## src/rtl/move_pkg.sv

```systemverilog
// Shared types for the piece-movement permit path: directions, controller states,
// the fixed direction priority and small helpers.
package move_pkg;

  typedef enum logic [1:0] {
    DIR_UP    = 2'd0,
    DIR_DOWN  = 2'd1,
    DIR_LEFT  = 2'd2,
    DIR_RIGHT = 2'd3
  } dir_t;

  typedef enum logic [1:0] {
    IDLE   = 2'd0,
    ISSUE  = 2'd1,
    SETTLE = 2'd2,
    HOLD   = 2'd3
  } state_t;

  typedef struct packed {
    logic hit;
    dir_t dir;
  } dir_sel_t;

  // Highest priority first.
  localparam dir_t DIR_PRIO [4] = '{DIR_DOWN, DIR_LEFT, DIR_RIGHT, DIR_UP};

  function automatic dir_sel_t selectDir(input logic [3:0] req);
    dir_sel_t s;
    s.hit = 1'b0;
    s.dir = DIR_UP;
    for (int i = 0; i < 4; i++) begin
      if (!s.hit && req[DIR_PRIO[i]]) begin
        s.hit = 1'b1;
        s.dir = DIR_PRIO[i];
      end
    end
    return s;
  endfunction

  function automatic int maxOf3(input int a, input int b, input int c);
    int m;
    m = (a > b) ? a : b;
    return (m > c) ? m : c;
  endfunction

endpackage

```

## src/rtl/permit_reduce.sv

```systemverilog
// One direction's permit: OR of all participating collision sources, registered.
module permit_reduce #(
  parameter int NUM_SRC = 2,
  parameter int CELLS   = 24
) (
  input  logic                              clk,
  input  logic                              rst,
  input  logic [NUM_SRC-1:0][CELLS-1:0]     blk,
  input  logic [NUM_SRC-1:0]                srcMask,
  output logic                              permit
);

  logic [NUM_SRC-1:0] srcHit;

  always_comb begin
    srcHit = '0;
    for (int s = 0; s < NUM_SRC; s++) srcHit[s] = srcMask[s] & (|blk[s]);
  end

  always_ff @(posedge clk or posedge rst) begin
    if (rst) permit <= 1'b0;
    else     permit <= ~|srcHit;
  end

endmodule

```

## src/rtl/move_permit_ctrl.sv

```systemverilog
// Turns held direction buttons into single move requests gated by registered
// per-direction permits, with a post-move settle window and auto-repeat.
module move_permit_ctrl
  import move_pkg::*;
#(
  parameter int NUM_SRC      = 2,
  parameter int ROWS         = 4,
  parameter int COLS         = 6,
  parameter int SETTLE_CYC   = 2,
  parameter int REPEAT_DELAY = 8,
  parameter int REPEAT_RATE  = 4
) (
  input  logic                         clk,
  input  logic                         rst,
  input  logic [3:0]                   dir_req,
  input  logic [NUM_SRC*ROWS*COLS-1:0] blk_up,
  input  logic [NUM_SRC*ROWS*COLS-1:0] blk_down,
  input  logic [NUM_SRC*ROWS*COLS-1:0] blk_left,
  input  logic [NUM_SRC*ROWS*COLS-1:0] blk_right,
  input  logic [NUM_SRC-1:0]           src_mask,
  output logic [3:0]                   enable_o,
  output logic                         move_valid,
  output logic [1:0]                   move_dir,
  input  logic                         move_ack,
  output logic                         deny_pulse
);

  localparam int CELLS = ROWS * COLS;
  localparam int CW    = $clog2(maxOf3(SETTLE_CYC, REPEAT_DELAY, REPEAT_RATE) + 1);

  logic [3:0][NUM_SRC*CELLS-1:0] blkDir;
  assign blkDir = {blk_right, blk_left, blk_down, blk_up};

  for (genvar d = 0; d < 4; d++) begin : gRed
    permit_reduce #(.NUM_SRC(NUM_SRC), .CELLS(CELLS)) uRed (
      .clk,
      .rst,
      .blk     (blkDir[d]),
      .srcMask (src_mask),
      .permit  (enable_o[d])
    );
  end

  state_t         state, stateNxt;
  dir_t           dirQ, dirNxt;
  logic           firstRep, firstRepNxt;
  logic [CW-1:0]  settleCnt, settleNxt;
  logic [CW-1:0]  repTmr, repNxt;
  logic           deny;
  dir_sel_t       sel;

  always_ff @(posedge clk or posedge rst) begin
    if (rst) begin
      state     <= IDLE;
      dirQ      <= DIR_UP;
      firstRep  <= 1'b1;
      settleCnt <= '0;
      repTmr    <= '0;
    end else begin
      state     <= stateNxt;
      dirQ      <= dirNxt;
      firstRep  <= firstRepNxt;
      settleCnt <= settleNxt;
      repTmr    <= repNxt;
    end
  end

  // Decisions only ever look at the registered permits, never raw blk_* flags.
  always_comb begin
    stateNxt    = state;
    dirNxt      = dirQ;
    firstRepNxt = firstRep;
    settleNxt   = settleCnt;
    repNxt      = repTmr;
    deny        = 1'b0;
    sel         = selectDir(dir_req);
    case (state)
      IDLE: begin
        if (sel.hit) begin
          dirNxt = sel.dir;
          if (enable_o[sel.dir]) begin
            firstRepNxt = 1'b1;
            stateNxt    = ISSUE;
          end else begin
            deny     = 1'b1;
            repNxt   = CW'(REPEAT_DELAY);
            stateNxt = HOLD;
          end
        end
      end
      ISSUE: begin
        if (move_ack) begin
          settleNxt = CW'(SETTLE_CYC);
          stateNxt  = SETTLE;
        end
      end
      SETTLE: begin
        if (settleCnt <= CW'(1)) begin
          settleNxt = '0;
          if (dir_req[dirQ]) begin
            repNxt   = firstRep ? CW'(REPEAT_DELAY) : CW'(REPEAT_RATE);
            stateNxt = HOLD;
          end else begin
            stateNxt = IDLE;
          end
        end else begin
          settleNxt = settleCnt - CW'(1);
        end
      end
      HOLD: begin
        if (!dir_req[dirQ]) begin
          repNxt   = '0;
          stateNxt = IDLE;
        end else if (repTmr <= CW'(1)) begin
          if (enable_o[dirQ]) begin
            firstRepNxt = 1'b0;
            repNxt      = '0;
            stateNxt    = ISSUE;
          end else begin
            deny   = 1'b1;
            repNxt = CW'(REPEAT_RATE);
          end
        end else begin
          repNxt = repTmr - CW'(1);
        end
      end
      default: stateNxt = IDLE;
    endcase
  end

  always_comb begin
    move_valid = (state == ISSUE);
    move_dir   = dirQ;
    deny_pulse = deny & ~rst;
  end

endmodule

```

## config.mk

```make
export PLATFORM = sky130hd
export DESIGN_NAME = move_permit_ctrl
export DESIGN_NICKNAME = d
export VERILOG_FILES = /design/src/rtl/move_pkg.sv /design/src/rtl/permit_reduce.sv /design/src/rtl/move_permit_ctrl.sv
export SDC_FILE = /design/constraint.sdc
export NUM_CORES = 1
export LEC_CHECK = 0
export CAP_MARGIN = 20
export CORE_MARGIN = 3
export CORE_UTILIZATION = 27
export DETAILED_ROUTE_END_ITERATION = 6
export PLACE_DENSITY = 0.87
export SYNTH_ARGS = -nofsm -noshare
export SYNTH_HDL_FRONTEND = slang
export SYNTH_SLANG_ARGS = --single-unit
```

## constraint.sdc

```tcl
create_clock -name clk -period 5.86 [get_ports clk]
set_input_delay 1.758 -clock clk [delete_from_list [all_inputs] [get_ports clk]]
set_output_delay 1.758 -clock clk [all_outputs]
set_load 0.05 [all_outputs]
```

==> results.cfg <==
[status]
status = completed

[worst_setup_path]
crit_arrival_ns = 3.69
crit_path_end_kind = primary output
critPathLaunchType = input pin
crit_start = dir_req[1]
rr_worst_depth = 7
required_ns = 4.10
crit_type = in -> out
cp_max_fo = 9
r2r-start = settleCnt[0]$_DFFE_PP0P_

[routing]
vias = 2484
firstDrtPassIters = 4
vias_per_cell = 5.34
drt-total-wl_mm = 8.59
drtIter0Drc = 177
ant_nets = 0
wl_per_cell_um = 18.5
drcViolationCount = 0

[global_route]
grt_pass1_wl_mm = 12.2
grtUsageTotal_pct = 24.2
grt_overflow = 0
grt_max_degree = 18
antenna_found_initial = 0
grt_pass1_vias = 2578

[layout]
n_antenna_cell = 0
areaGrowthSynthToFinish_pct = 141
fin_cells = 465
drive_above_1_share_pct = 2.80
mostFrequentLayoutCell = clkdlybuf4s50_1
finalNetCount = 603
final_cell_mix = clkdlybuf4s50_1, nor4_1, dfrtp_1

[synth]
synth.distinct_cells = 38
yosys_register_bits = 17
yosys_warnings = 0
synthCells = 186
synth_edf_count = 0
synth-seq-area-share_pct = 27.4
async_flop_share_pct = 100
syn-num-nets = 395
ys.flop_type = dfrtp_1
syn_avg_cell_area_um2 = 8.36
syn_area_um2 = 1560

[clock_tree]
holdBufCountCts = 0
post_cts.repair.setup_buffers = 0
clk_pin_slew_ns = 0.07
cts_max_level = 1
numCtsBuffers = 3
clk_path_buf_depth = 2
cts-resized-gates = 0
cts_tree = yes
cts-root-buf = clkbuf_8
clk-insertion-delay-late_ns = 0.25
cts.sinks = 17

[timing]
setup_viol = 0
timing.fmax_ghz = 0.183
slew_violations = 0
period_minus_slack_ns = 5.45
hold_violations = 0
whs_ns = 0.549
fin_skew_ns = 0.00736
slew_headroom_pct = 46.9
rsz0062_at_grt = no
fin_ws_ns = 0.410
worst_pin_slew_ns = 0.787
period_share_pct = 93.0
timing.setup.tns_ns = 0

[power_and_ir_drop]
finalPower_w = 0.000834
p_per_area_nw_per_um2 = 222
ir_drop_mv = 0.144
leakage_nw = 1.38

[job]
max_cap_viol_count = 0

[die]
rows = 27
die_h_um = 81.9
start_util_pct = 28.1
io_pins = 209
die_area_um2 = 6710
core_area_um2 = 5540
die_w_um = 81.9

[placement]
post-place-ws_ns = 0.425
gp_congestion = 1.02
dp.cells = 461
hpwl_mm = 7.79
numPortBuffers = 208

[worst_hold_path]
hold_depth = 2
hold_start = repTmr[1]$_DFFE_PP0P_
worstHoldPathType = reg -> reg
==> sequential cells by signal (all words and copies together) (netlist names) <==
name / count
settleCnt: 4
move_dir: 2
firstRep: 1
gRed.uRed.permit: 4
repTmr: 4
state: 2
==> cell families after synthesis <==
group / share of synthesized area [%]
and+or+nand+nor: 41.7
buffers and inverters: 4.10
muxes: 4.50
AOI/OAI and AO/OA: 15.8
adders and majority gates: 6.44
DFF: 27.4
==> metal layers <==
metal | global-route usage [%] | vias to the layer above | part of all wire, %
li1 | - | 1174 | -
met1 | 24.2 | 1129 | 34
met2 | 46.8 | 161 | 51
met3 | 7.13 | 20 | 12
met4 | 8.31 | 0 | 3.0
met5 | 0 | - | 0
==> area by class of cell <==
cell class	instances	area, um2
repair buffers	208	2090
fillers	442	1790
multi-input cells	156	1060
flip-flops and latches	17	427
well taps	72	90.1
clock buffers	3	41.3
inverters	8	30.0
clock inverters	1	5.00
==> final timing paths <==
| check | end | slack, ns |
|---|---|---|
| worst max-delay path | deny_pulse | 0.41 |
| worst min-delay path | repTmr[1]$_DFFE_PP0P_ | 0.55 |
| worst max register to register | repTmr[0]$_DFFE_PP0P_ | 3.47 |
| worst min register to register | repTmr[1]$_DFFE_PP0P_ | 0.55 |
| max in group asynchronous | settleCnt[2]$_DFFE_PP0P_ | 3.51 |
| min in group asynchronous | state[1]$_DFFE_PP0P_ | 1.92 |
==> critical path, cell delays in order <==
cell and delay, ns:
clkdlybuf4s50_1 0.62, mux4_2 0.35, nand2_1 0.13, nor3_1 0.26, a31oi_1 0.09, nor3_1 0.30, buf_12 0.18
==> power breakdown <==
| part | internal, W | switching, W |
|---|---|---|
| sequential | 0.000162 | 0.0000493 |
| combinational | 0.000280 | 0.000254 |
| clock | 0.0000472 | 0.0000418 |
==> per-stage QoR <==
stage | utilization [%] | instance area [um2]
floorplan | - | 1560
CTS | 67.7 | 3750
detailed placement | 66.8 | 3700
global route | 67.7 | 3750
finish | 67.7 | 3750
global placement | 66.8 | 3700
==> cell usage after synthesis, drive strengths merged, types with 2 or more instances <==
cell    count  share of area (%)
nor4       49                 20
dfrtp      16                 26
nand2      11                2.7
o21ai      10                3.2
nor2        9                2.2
and4        8                4.5
ha          8                6.4
inv         8                1.9
nand3       8                2.6
o31ai       7                3.4
nor2b       5                2.0
nor3        5                1.6
a21oi       4                1.3
a22oi       4                1.9
buf         4                1.9
nand2b      3                1.2
or3         3                1.2
a211oi      2               0.97
mux4        2                2.9
nor4b       2                1.1
o311ai      2                1.1
Power figures use the tool's default switching activity.
